### config.mk
export PLATFORM = sky130hd
export DESIGN_NAME = morse_msg_scheduler
export DESIGN_NICKNAME = d
export VERILOG_FILES = /design/src/rtl/morse_msg_scheduler.sv
export SDC_FILE = /design/constraint.sdc
export NUM_CORES = 1
export LEC_CHECK = 0
export ABC_AREA = 1
export ABC_CLOCK_PERIOD_IN_PS = 4040
export CAP_MARGIN = 5
export CORE_AREA = 2 2 103 105
export DETAILED_ROUTE_END_ITERATION = 16
export DIE_AREA = 0 0 105 107
export HOLD_SLACK_MARGIN = 0.02
export SYNTH_ARGS = -nofsm -noshare
export SYNTH_HDL_FRONTEND = slang
export SYNTH_SLANG_ARGS = --single-unit
### constraint.sdc
create_clock -name clk -period 4.04 [get_ports clk]
set_clock_uncertainty 0.2 [all_clocks]
set_input_delay 1.01 -clock clk [delete_from_list [all_inputs] [get_ports clk]]
set_output_delay 1.01 -clock clk [all_outputs]
set_load 0.03 [all_outputs]
### src/rtl/morse_msg_scheduler.sv
// morse_msg_scheduler
//   Message-level controller that sits in front of a single-character Morse
//   encoder. The host pushes character codes into a small FIFO. The scheduler
//   hands them to the encoder one at a time over a start/done handshake. After
//   each encoded character it inserts the inter-character gap. A word-space
//   code adds the remaining part of the inter-word gap.
//
// Ports
//   clk        single clock, rising edge
//   rst        synchronous, active-high reset
//   in_valid   host presents in_char
//   in_ready   FIFO not full; a push happens on in_valid && in_ready
//   in_char    0..25 = A..Z, 26 = word space, 27..31 = invalid
//   enc_start  one-cycle pulse: encoder should send enc_sel
//   enc_sel    character code for the encoder, stable between starts
//   enc_done   encoder pulse: current character finished
//   busy       FSM not idle or FIFO not empty
//   level      FIFO occupancy
//   err        one-cycle pulse when an invalid code is popped
//
// Parameter constraints: DEPTH is a power of two and >= 2;
// WORD_GAP_UNITS > CHAR_GAP_UNITS; UNIT_CYCLES >= 1; CHAR_GAP_UNITS >= 1.
module morse_msg_scheduler #(
    parameter int DEPTH          = 8,
    parameter int UNIT_CYCLES    = 100,
    parameter int CHAR_GAP_UNITS = 3,
    parameter int WORD_GAP_UNITS = 7,
    parameter int LVL_W          = $clog2(DEPTH + 1)
) (
    input  logic             clk,
    input  logic             rst,
    input  logic             in_valid,
    output logic             in_ready,
    input  logic [4:0]       in_char,
    output logic             enc_start,
    output logic [4:0]       enc_sel,
    input  logic             enc_done,
    output logic             busy,
    output logic [LVL_W-1:0] level,
    output logic             err
);

    localparam int PTR_W = $clog2(DEPTH);

    // Gap lengths in clock cycles. They are fixed at elaboration, so no
    // multiplier is built.
    localparam int CHAR_GAP_CYC = CHAR_GAP_UNITS * UNIT_CYCLES;
    localparam int WORD_EXT_CYC = (WORD_GAP_UNITS - CHAR_GAP_UNITS) * UNIT_CYCLES;
    // Sized for the full word gap, so either load value always fits.
    localparam int GAP_W        = $clog2(WORD_GAP_UNITS * UNIT_CYCLES + 1);

    localparam logic [GAP_W-1:0] CHAR_GAP_LD = GAP_W'(CHAR_GAP_CYC);
    localparam logic [GAP_W-1:0] WORD_EXT_LD = GAP_W'(WORD_EXT_CYC);
    localparam logic [GAP_W-1:0] GAP_ONE     = GAP_W'(1);
    localparam logic [LVL_W-1:0] LVL_FULL    = LVL_W'(DEPTH);
    localparam logic [LVL_W-1:0] LVL_ONE     = LVL_W'(1);
    localparam logic [PTR_W-1:0] PTR_ONE     = PTR_W'(1);

    localparam logic [4:0] CODE_SPACE = 5'd26;

    localparam logic [1:0] S_IDLE  = 2'd0;
    localparam logic [1:0] S_START = 2'd1;
    localparam logic [1:0] S_WAIT  = 2'd2;
    localparam logic [1:0] S_GAP   = 2'd3;

    // ------------------------------------------------------------------
    // FIFO
    // ------------------------------------------------------------------
    logic [4:0]       mem [DEPTH];
    logic [PTR_W-1:0] wr_ptr;
    logic [PTR_W-1:0] rd_ptr;
    logic [4:0]       head;
    logic             push;
    logic             pop;
    logic [1:0]       state;
    logic [GAP_W-1:0] gap;

    // in_ready depends only on level. A pop in the same cycle does not
    // open a slot for a push into a full FIFO.
    assign in_ready = (level != LVL_FULL);
    assign push     = in_valid && in_ready;
    assign pop      = (state == S_IDLE) && (level != '0);
    assign head     = mem[rd_ptr];
    assign busy     = (state != S_IDLE) || (level != '0);

    // Storage is not reset. Entries are only read when level says they are
    // valid.
    always_ff @(posedge clk) begin
        if (push) begin
            mem[wr_ptr] <= in_char;
        end
    end

    // Pointers wrap naturally because DEPTH is a power of two.
    always_ff @(posedge clk) begin
        if (rst) begin
            wr_ptr <= '0;
            rd_ptr <= '0;
            level  <= '0;
        end else begin
            if (push) begin
                wr_ptr <= wr_ptr + PTR_ONE;
            end
            if (pop) begin
                rd_ptr <= rd_ptr + PTR_ONE;
            end
            case ({push, pop})
                2'b10:   level <= level + LVL_ONE;
                2'b01:   level <= level - LVL_ONE;
                default: level <= level;
            endcase
        end
    end

    // ------------------------------------------------------------------
    // Sequencer
    //   IDLE  -> pop the head; a letter starts the encoder, a space opens
    //            the extra word gap, and an invalid code flags err and stays
    //            here. Staying here lets back-to-back pops happen.
    //   START -> the cycle in which enc_start is high.
    //   WAIT  -> wait for enc_done, then open the character gap.
    //   GAP   -> count down. It lasts exactly the loaded number of cycles.
    // enc_done is only looked at in WAIT. A reset drops any character in
    // flight, so a late done from the encoder has no effect.
    // ------------------------------------------------------------------
    always_ff @(posedge clk) begin
        if (rst) begin
            state     <= S_IDLE;
            enc_start <= 1'b0;
            enc_sel   <= '0;
            err       <= 1'b0;
            gap       <= '0;
        end else begin
            enc_start <= 1'b0;
            err       <= 1'b0;
            case (state)
                S_IDLE: begin
                    if (pop) begin
                        if (head < CODE_SPACE) begin
                            enc_sel   <= head;
                            // Registered, so the pulse lines up with START.
                            enc_start <= 1'b1;
                            state     <= S_START;
                        end else if (head == CODE_SPACE) begin
                            // The character gap has already run, so only the
                            // remainder of the word gap is added here.
                            gap   <= WORD_EXT_LD;
                            state <= S_GAP;
                        end else begin
                            err <= 1'b1;
                        end
                    end
                end
                S_START: begin
                    state <= S_WAIT;
                end
                S_WAIT: begin
                    if (enc_done) begin
                        gap   <= CHAR_GAP_LD;
                        state <= S_GAP;
                    end
                end
                S_GAP: begin
                    gap <= gap - GAP_ONE;
                    // Leaving at 1 makes the GAP stay equal to the load value.
                    // The <= also guards against a zero-length load.
                    if (gap <= GAP_ONE) begin
                        state <= S_IDLE;
                    end
                end
                default: begin
                    state <= S_IDLE;
                end
            endcase
        end
    end

endmodule

==> key figures, run 1 <==
Floorplanning
  – Die area: roughly 11000 sq um
  – Die width: between 100 and 150 um
  – Initial core utilization: between 30% and 40%
  – Core Area: 10100 sq um
  – Die height: about 110 um
  – FP Rows: 37
  – # IOs: 22

Clock tree
  – CTS Sinks: 72
  – Worst-skew pair later-pin latency: between 0.3 and 0.4 ns
  – Clock-pin slew on the worst setup and hold paths: approximately 0.080 ns
  – Setup bufs post-CTS: 0
  – Root buffer cell: clkbuf_8
  – Clock buffer depth: 2
  – Num CTS Buffers: 9
  – CTS tree: yes
  – CTS Hold Bufs: 0
  – Post-CTS sizing: 0
  – H-tree levels: 3

Finish
  – ANT cells: 0
  – Layout Nets: around 460
  – Commonest non-fill, non-tap cell in the layout: nand2_1
  – Fin util: 39.8%
  – Share of layout cells above drive strength 1: 6.47%
  – Finished Cell Area: slightly above 4000 sq um
  – Area delta synth->final: 15.4%
  – Most frequent cells in the layout: 98 x nand2_1, 63 x inv_1, 46 x nand3_1

Logic synthesis
  – Largest family of logic cells by synthesized area: simple AND/OR/NAND/NOR gates
  – Fraction of the mapped netlist area in adder cells: a little under 4%
  – Post-synthesis cell type count: 31
  – Register area share after synthesis: a little over half
  – Mapped Area: between 3000 and 4000 sq um
  – Simple-gate share of the synthesized area: between 20% and 30%
  – Synth Area in Compound Gates: 7.90%
  – Warnings, synthesis: 0
  – Cells after synthesis: 420
  – Syn nets: 440
  – Post-synthesis xor/xnor area fraction: around 1.3%
  – Flip-flop and latch count after synthesis: 72
  – Mux contribution to synthesized area: 0%
  – Avg Cell Area, Syn: ~8.3 sq um

Worst setup path
  – Worst setup EP type: output port
  – Reg2Reg Capture Point: gap[0]$_SDFFE_PP0P_
  – Crit-path cells: inv_1 > ha_1 > nand2_1 > clkdlybuf4s50_1
  – Crit-path slowest cell: clkdlybuf4s50_1
  – Required time worst endpoint: 2.83 ns
  – Worst Path Buf+Inv: 2
  – R2R setup slack: ~1.3 ns
  – Slowest stage delay, CP: 0.67 ns
  – CP max FO: 5
  – CP Launch Type: flop
  – R2R depth: 12
  – CP Class: flop to output port
  – CP delay by family, top: buffers and inverters
  – Critical path arrival: 1.90 ns
  – Critical path depth: 4

Routing
  – Routed vias/inst: 4.55
  – TritonRoute pass-1 iters: 4
  – DRC: 0
  – Routed wire per std cell: around 12 um
  – Vias: 2658
  – Overall routed net length: between 7000 and 8000 um
  – Final ANT Viol Nets: 0
  – Starting DRT DRC Count: between 100 and 150

Timing
  – F_max: between 0.3 and 0.4 GHz
  – Hold Violations, Final: 0
  – Final Setup Violations: 0
  – RSZ-0062 raised after global routing: no
  – Setup Total Neg Slack: 0 ns
  – Worst slew pin tran: about 0.76 ns
  – Final worst path period share: 77.0%
  – Final max-slew violation count: 0
  – Slew Limit Headroom: between 40 and 50%
  – Crit path time final: 3.11 ns
  – Final WS setup: 0.930 ns

Placement
  – Area of placed instances: roughly 3800 sq um
  – Place WS: roughly 1.0 ns
  – Port Buffer Count: 21
  – GP Congestion: slightly below 0.9
  – Hpwl dp: about 5000 um

Min path
  – Hold wc startpoint: rd_ptr[2]$_SDFFE_PP0P_
  – WHS Path Cells: 2
  – HP Class: flop to flop

GRT
  – Met1 layer usage reported by global route: approximately 17%
  – First-pass GRT wire length: ~12000 um
  – Pin count of the biggest net entering global routing: 25
  – Vias in the first global route: approximately 2400
  – GR Util met3: 2.80%
  – GR Layer Usage met2: between 20% and 30%
  – Total Routing Usage GR: 13.4%
  – Initial antenna violation count: 0
  – Grt total ovfl: 0
  – Most Crowded Layer GR: met2

Power
  – Leakage power: approximately 1.7 nW
  – PwrDens: 713 nW/um^2
  – Worst vdd ir: approximately 330 uV

Flow run
  – Max cap viols: 0

Status
  – Status: finished, final reports clean
==> cells by family after synthesis <==
kind of cell,Yosys count
simple gates,202
buf+inv,79
flops,72
compound gates,51
fa+ha+maj,11
xor+xnor,5
==> cell usage after synthesis <==
cell      number  share of area [%]
clkbuf_1       2               0.22
buf_4          2               0.43
o21bai_1       1               0.22
buf_2          2               0.29
dfxtp_1       32                 18
nor2_1        43                4.6
nand3_1       46                6.6
inv_2          6               0.65
a21oi_1       30                4.3
nand4_1        1               0.18
o211ai_1       1               0.22
o21ai_4        1               0.47
a31oi_1        1               0.18
nor2_2         1               0.18
nor3_1         3               0.43
or2_2          2               0.36
xor2_1         3               0.75
buf_1          1               0.11
ha_1          11                3.9
nand3b_1       3               0.65
nand2_2        2               0.36
o21ai_1        1               0.14
o31ai_1        1               0.22
nand3_2        1               0.29
edfxtp_1      40                 34
nand2_1       98                 11
o21ai_0       15                2.2
inv_1         63                6.8
buf_6          3               0.97
xnor2_1        2               0.50
nor4_1         2               0.36
==> metal layers <==
layer	vias to the layer above	wire length (um)
met5	-	0
met4	0	143
met3	11	302
met2	53	3270
met1	1194	3320
li1	1400	-
==> state kept, by name (all words and copies together) (netlist names), named ones only <==
register and count:
level 4, err 1, mem 40, enc_start 1
state 2, rd_ptr 3, gap 10, enc_sel 5
wr_ptr 3
==> worst max path at each step <==
| stage | from | endpoint | slack [ns] |
|---|---|---|---|
| floorplan | level[2]$_SDFFE_PP0P_ | level[3]$_SDFFE_PP0P_ | 1.57 |
| global placement | in_valid | level[3]$_SDFFE_PP0P_ | 1.09 |
| detailed placement | in_valid | level[3]$_SDFFE_PP0P_ | 1.04 |
| CTS | state[0]$_SDFFE_PP0P_ | busy | 0.90 |
| global route | state[0]$_SDFFE_PP0P_ | busy | 0.81 |
| finish | state[0]$_SDFFE_PP0P_ | busy | 0.93 |
==> worst min-delay path: stages (launching register included) <==
cell     delay [ns]
dfxtp_1        0.31
inv_1          0.05
a21oi_1        0.06
==> report_power, final <==
group          internal (W)  switching (W)  total, W
logic              0.000438       0.000778   0.00122
registers          0.000896       0.000119   0.00102
clock network      0.000351       0.000285  0.000636
==> cell type report <==
cell class | instances | area, sq um
fillers | 1042 | 6070
flip-flops and latches | 72 | 1840
multi-input cells | 269 | 1310
inverters | 69 | 259
repair buffers | 22 | 218
well taps | 136 | 170
clock buffers | 10 | 128
clock inverters | 6 | 90.1
==> per-stage QoR <==
| step | cells | power, W | hold slack, ns |
|---|---|---|---|
| after floorplan | 420 | 0.00196 | 0.233 |
| after global placement | 568 | 0.00223 | 0.248 |
| after detailed placement | 568 | 0.00225 | 0.257 |
| after CTS | 584 | 0.00289 | 0.268 |
| after global routing | 584 | 0.00311 | 0.291 |
| final | 584 | 0.00287 | 0.261 |
No activity file was read; power rests on OpenSTA's default activity.
==> inputs of run 2 (changes only) <==
Settings changed: ABC_CLOCK_PERIOD_IN_PS 4040 to 3000.
Clock period 4.04 ns to 3 ns, I/O delays scaled along.
==> key figures, run 2 (synthesized netlist as in run 1, its figures left out) <==
Status
  – Status: finished, final reports clean

Clock tree
  – H-tree levels: 3 (unchanged)
  – Setup bufs post-CTS: 0 (unchanged)
  – CTS Hold Bufs: 0 (unchanged)
  – Worst-skew pair later-pin latency: 0.34 ns (about the same)
  – Post-CTS sizing: 0 (unchanged)
  – Clock buffer depth: 2 (unchanged)
  – CTS Sinks: 72 (unchanged)
  – Clock-pin slew on the worst setup and hold paths: 0.08 ns (about the same)
  – CTS tree: yes
  – Num CTS Buffers: 9 (unchanged)
  – Root buffer cell: clkbuf_8

Finish
  – Finished Cell Area: 4040 sq um (+0.40%)
  – Commonest non-fill, non-tap cell in the layout: nand2_1
  – Fin util: 40.0% (+0.16 points)
  – Layout fillers: 1054 (+1.2%)
  – Share of layout cells above drive strength 1: 7.73% (+1.3 points)
  – Final Non-Filler Cells: 589 (+0.86%)
  – Area delta synth->final: 15.8%
  – Largest registers: mem: 40 flops, gap: 10 flops, enc_sel: 5 flops
  – Reg with most FFs: mem
  – Most frequent cells in the layout: 98 x nand2_1, 63 x inv_1, 46 x nand3_1
  – Max FFs per register: 40 (unchanged)
  – Layout Nets: 468 (+1.1%)
  – ANT cells: 0 (unchanged)

Timing
  – Hold Violations, Final: 0 (unchanged)
  – Slew Limit Headroom: 68.0% (+19 points)
  – Final max-slew violation count: 0 (unchanged)
  – Final worst path period share: 94.3%
  – RSZ-0062 raised after global routing: no
  – F_max: ~0.35 GHz
  – Worst slew pin tran: 0.478 ns (-0.279 ns)
  – Final Setup Violations: 0 (unchanged)
  – Setup Total Neg Slack: 0 ns (unchanged)
  – Final WS setup: 0.171 ns (-0.759 ns)
  – Crit path time final: between 2 and 3 ns

Power
  – Cell-internal power: 0.00218 W (+29%)
  – Switch share: 42.2% (+0.95 points)
  – PwrDens: 933 nW/um^2 (+31%)
  – Sequential power share: 35.7% (+0.3 points)
  – Leakage power: 1.77 nW (+1.2%)
  – Power share of the clock group: 18.9% (-3.3 points)
  – Psw: 0.00159 W (+34%)
  – Combinational Power Share: 45.4% (+3.0 points)
  – Worst vdd ir: 483 uV (+49%)

GRT
  – Grt total ovfl: 0 (unchanged)
  – Initial antenna violation count: 0 (unchanged)
  – First-pass GRT wire length: 12000 um (+1.9%)
  – Total Routing Usage GR: 13.7% (+0.36 points)
  – Pin count of the biggest net entering global routing: 21 (-16%)
  – Vias in the first global route: 2461 (+1.7%)

Floorplanning
  – Initial core utilization: 34.5% (unchanged)
  – FP Rows: 37 (unchanged)
  – # IOs: 22 (unchanged)
  – Die height: 107 um (unchanged)
  – Die width: 105 um (unchanged)
  – Core Area: 10100 sq um (unchanged)
  – Die area: 11200 sq um (unchanged)

Worst setup path
  – CP max FO: 5 (unchanged)
  – CP Class: flop to output port
  – Worst setup EP type: output port
  – R2R setup slack: 0.58 ns (-0.67 ns)
  – Crit-path cells: inv_1 > ha_1 > nand2_1 > clkdlybuf4s50_1
  – Worst Path Buf+Inv: 2 (unchanged)
  – Required time worst endpoint: 2.05 ns (-0.78 ns)
  – Critical path arrival: 1.88 ns (-0.02 ns)
  – CP Launch Type: flop
  – Crit-path slowest cell: clkdlybuf4s50_1
  – CP delay by family, top: buffers and inverters
  – Slowest stage delay, CP: 0.67 ns (about the same)

Placement
  – Area of placed instances: 3850 sq um (+1.3%)
  – Place WS: 0.209 ns (-0.835 ns)
  – GP Congestion: 0.896 (+2.4%)
  – Placed cell count: 573 (+0.88%)
  – Hpwl dp: 5220 um (+6.8%)
  – Port Buffer Count: 21 (unchanged)

Routing
  – Vias: 2688 (+1.1%)
  – TritonRoute pass-1 iters: 4 (unchanged)
  – Final ANT Viol Nets: 0 (unchanged)
  – Starting DRT DRC Count: 166 (+25%)
  – Routed wire per std cell: 12.3 um (+2.3%)
  – Routed vias/inst: 4.56 (+0.27%)
  – Overall routed net length: 7260 um (+3.2%)
  – DRC: 0 (unchanged)

Flow run
  – Max cap viols: 0 (unchanged)

Min path
  – HP Class: flop to flop
==> run 2: cell count changes in the layout (fill, tap and decap cells not counted), sizes merged <==
cell      delta
clkinv       +2
clkbuf       +2
buf          +5
bufinv       -2
inv          -1
clkinvlp     -1
==> run 2: power by group through the flow <==
stage / Combinational (W) / Sequential (W) / Clock [W]
after global placement: 0.00168 / 0.00137 / 0
final: 0.00171 / 0.00134 / 0.000712
after detailed placement: 0.00170 / 0.00137 / 0
after floorplan: 0.00122 / 0.00142 / 0
after global routing: 0.00195 / 0.00137 / 0.000781
after CTS: 0.00171 / 0.00135 / 0.000737
==> run 2: path summary, 6_finish.rpt <==
check	startpoint	end	depth (start not counted)
min	rd_ptr[2]$_SDFFE_PP0P_	rd_ptr[2]$_SDFFE_PP0P_	2
max	state[0]$_SDFFE_PP0P_	busy	4
min reg2reg	rd_ptr[2]$_SDFFE_PP0P_	rd_ptr[2]$_SDFFE_PP0P_	2
max reg2reg	state[0]$_SDFFE_PP0P_	level[3]$_SDFFE_PP0P_	11
==> run 2: worst register-to-register path, cell delays in order, from the launching register on <==
cell,delay (ns)
dfxtp_1,0.34
inv_1,0.09
ha_1,0.28
inv_1,0.11
nor2_1,0.20
ha_1,0.24
xor2_1,0.25
nand3_1,0.13
o31ai_1,0.09
o211ai_1,0.14
o21ai_0,0.18
a21oi_1,0.05
==> run 2: area by class of cell <==
cell class	instances	area (sq um)	share of cell area [%]
timing repair buffer	27	268	6.63
tap	136	170	4.22
multi-input combinational	269	1310	32.5
sequential	72	1840	45.6
inverter	69	259	6.42
clock inverter	4	27.5	0.682
clock buffer	12	156	3.87
==> run 2: per-layer routing <==
layer / GRT usage [%] / vias up / wire (um)
li1: - / 1411 / -
met1: 17.5 / 1228 / 3470
met2: 22.8 / 44 / 3460
met3: 3.22 / 5 / 244
met4: 5.14 / 0 / 89
met5: 0 / - / 0
==> run 2: stage by stage <==
stage	total power, W	hold WS [ns]
final	0.00377	0.267
after global routing	0.00410	0.295
after CTS	0.00379	0.276
after detailed placement	0.00307	0.262
after global placement	0.00305	0.249
after floorplan	0.00264	0.233
==> inputs of run 3 (changes only) <==
Settings changed: ABC_AREA 1 to unset, CORE_AREA 2 2 103 105 to 2 2 101 103, CTS_CLUSTER_DIAMETER set to 40, DIE_AREA 0 0 105 107 to 0 0 103 105, TNS_END_PERCENT set to 30.
==> key figures, run 3 <==
Timing
  – Final worst path period share: 95.6% (+1.3 points)
  – Final Setup Violations: 0 (unchanged)
  – Slew Limit Headroom: 56.0% (-12 points)
  – Final max-slew violation count: 0 (unchanged)
  – F_max: 0.349 GHz (-1.4%)
  – Crit path time final: 2.87 ns (+0.0393 ns)
  – Hold Violations, Final: 0 (unchanged)
  – Fin Hold WS: 0.290 ns (+0.0234 ns)
  – Worst slew pin tran: 0.659 ns (+0.182 ns)
  – RSZ-0062 raised after global routing: no

Clock tree
  – Clock buffer depth: 2 (unchanged)
  – H-tree levels: 3 (unchanged)
  – Num CTS Buffers: 9 (unchanged)
  – Setup bufs post-CTS: 0 (unchanged)
  – CTS Sinks: 72 (unchanged)
  – Worst-skew pair later-pin latency: 0.34 ns (about the same)
  – Clock-pin slew on the worst setup and hold paths: 0.07 ns (about the same)
  – Root buffer cell: clkbuf_8
  – CTS tree: yes
  – Post-CTS sizing: 0 (unchanged)
  – CTS Hold Bufs: 0 (unchanged)

Finish
  – Reg with most FFs: mem
  – Share of layout cells above drive strength 1: 15.2% (+7.4 points)
  – Commonest non-fill, non-tap cell in the layout: edfxtp_1
  – Area delta synth->final: 20.4%
  – Layout fillers: 939 (-11%)
  – ANT cells: 0 (unchanged)
  – Most frequent cells in the layout: 40 x edfxtp_1, 32 x dfxtp_1, 21 x clkdlybuf4s50_1
  – Fin util: 41.7% (+1.7 points)
  – Largest registers: mem: 40 flops, gap: 10 flops, enc_sel: 5 flops
  – Layout Nets: 325 (-31%)
  – Max FFs per register: 40 (unchanged)

Worst setup path
  – CP delay by family, top: buffers and inverters
  – CP max FO: 11 (+6)
  – Worst setup EP type: output port
  – R2R setup slack: 0.28 ns (-0.30 ns)
  – CP Class: flop to output port
  – Required time worst endpoint: 2.05 ns (about the same)
  – Crit-path cells: inv_1 > ha_1 > nand2_1 > clkdlybuf4s50_1
  – Critical path arrival: 1.92 ns (+0.04 ns)
  – Crit-path slowest cell: clkdlybuf4s50_1
  – Worst Path Buf+Inv: 2 (unchanged)
  – CP Launch Type: flop
  – Slowest stage delay, CP: 0.67 ns (about the same)

Placement
  – GP Congestion: 0.783 (-13%)
  – Port Buffer Count: 21 (unchanged)
  – Hpwl dp: 4840 um (-7.4%)

GRT
  – Grt total ovfl: 0 (unchanged)
  – Initial antenna violation count: 0 (unchanged)
  – Vias in the first global route: 2221 (-9.8%)
  – First-pass GRT wire length: 11300 um (-5.4%)
  – Total Routing Usage GR: 13.7% (-0.045 points)
  – Pin count of the biggest net entering global routing: 22 (+4.8%)

Logic synthesis
  – Dominant synthesized flop cell: edfxtp_1
  – Cells after synthesis: 266 (-37%)
  – Avg Cell Area, Syn: 12.6 sq um (+51%)
  – Top cells by area, synth: edfxtp_1 36%, dfxtp_1 19%, mux4_1 4.7%
  – Mapped Area: 3340 sq um (-4.2%)
  – Cell taking the most area after synthesis: edfxtp_1
  – Warnings, synthesis: 0 (unchanged)
  – Post-synthesis cell type count: 48 (+55%)
  – EDFF count, synth: 40 (unchanged)
  – Register area share after synthesis: 55.2% (+2.3 points)
  – Asr flop ratio synth: 0% (unchanged)
  – Yosys top cell area share: 36.0% (+1.5 points)
  – Flip-flop and latch count after synthesis: 72 (unchanged)
  – Top post-synthesis cells by count: 40 x edfxtp_1, 32 x dfxtp_1, 20 x nor2_1
  – Most frequent cell after synthesis: edfxtp_1
  – Syn nets: 286 (-35%)

Power
  – Worst vdd ir: 344 uV (-29%)
  – PwrDens: 948 nW/um^2 (+1.6%)
  – Leakage power: 1.43 nW (-19%)
  – Sequential power share: 34.2% (-1.5 points)
  – Power share of the clock group: 24.0% (+5.1 points)
  – Cell-internal power: 0.00242 W (+11%)
  – Combinational Power Share: 41.8% (-3.6 points)
  – Switch share: 36.6% (-5.6 points)
  – Psw: 0.00139 W (-12%)

Floorplanning
  – Initial core utilization: 34.6% (+0.12 points)
  – Core Area: 9640 sq um (-4.5%)
  – Die area: 10800 sq um (-3.7%)
  – FP Rows: 36 (-2.7%)
  – Die width: 103 um (-1.9%)
  – # IOs: 22 (unchanged)
  – Die height: 105 um (-1.9%)

Status
  – Status: finished, final reports clean

Routing
  – Overall routed net length: 6870 um (-5.3%)
  – TritonRoute pass-1 iters: 4 (unchanged)
  – Final ANT Viol Nets: 0 (unchanged)
  – Vias: 2261 (-16%)
  – Routed wire per std cell: 15.5 um (+26%)
  – DRC: 0 (unchanged)
  – Routed vias/inst: 5.10 (+12%)
  – Starting DRT DRC Count: 78 (-53%)

Min path
  – HP Class: flop to flop

Flow run
  – Max cap viols: 0 (unchanged)
[run 3: changes by cell type in the layout (fill, tap and decap cells not counted), sizes merged, moves of 7 or more]
cell,delta
o21ai,-7
nand3,-41
nor3,+7
a21oi,-15
buf,+12
o311ai,+7
inv,-59
nand2,-84
mux4,+10
nor2,-24
mux2i,+7
[run 3: power by group through the flow]
stage / sequential, W / combinational [W] / clock (W)
floorplan: 0.00137 / 0.00107 / 0
global placement: 0.00132 / 0.00157 / 0
detailed placement: 0.00132 / 0.00158 / 0
CTS: 0.00130 / 0.00159 / 0.000944
global route: 0.00132 / 0.00176 / 0.000980
finish: 0.00130 / 0.00159 / 0.000916
[run 3: cells by family (layout without fill, tap and decap cells)]
family / count (synthesis) / after routing / share of synthesized area, %
adders and majority gates: 11 / 11 / 4.12
muxes: 22 / 22 / 11.3
buffers and inverters: 21 / 65 / 3.52
AOI/OAI and AO/OA: 60 / 60 / 12.9
DFF: 72 / 72 / 55.2
xor gates and xnor gates: 6 / 6 / 1.57
and+or+nand+nor: 74 / 74 / 11.4
[run 3: routing by layer]
layer | part of all wire [%] | track usage [%] | routed length (um) | vias to the layer above
met5 | 0 | 0 | 0 | -
met4 | 1.1 | 3.85 | 74 | 0
met3 | 4.0 | 4.28 | 276 | 6
met2 | 49 | 21.8 | 3330 | 45
met1 | 46 | 17.9 | 3190 | 1099
li1 | - | - | - | 1111
[run 3: worst paths after layout]
kind,depth (start not counted),end,from
worst max register to register,5,gap[5]$_SDFFE_PP0P_,flop
worst min register to register,2,gap[9]$_SDFFE_PP0P_,gap[9]$_SDFFE_PP0P_
worst min-delay path,2,gap[9]$_SDFFE_PP0P_,gap[9]$_SDFFE_PP0P_
worst max-delay path,4,busy,state[0]$_SDFFE_PP0P_
[run 3: metrics by stage]
step,TNS [ns],worst slack [ns],cells,cell area (sq um),power (W)
after floorplan,-0.00277,-0.00277,266,3350,0.00244
after global placement,0,0.123,427,3780,0.00289
after detailed placement,0,0.0896,427,3780,0.00291
after CTS,0,0.111,443,4020,0.00384
after global routing,0,0.00658,443,4020,0.00406
final,0,0.132,443,4020,0.00381
[run 3: layout make-up]
type,count,area [sq um],share of cell area (%)
clock inverters,7,119,2.96
clock buffers,9,124,3.08
inverters,10,37.5,0.934
flip-flops and latches,72,1840,45.8
repair buffers,39,345,8.59
well taps,133,166,4.14
multi-input cells,173,1390,34.5
[run 3: worst min-delay path, delay by kind of cell, from the launching register on]
kind	cells	cell delay (ns)
DFF	1	0.32
AOI/OAI and AO/OA	2	0.13
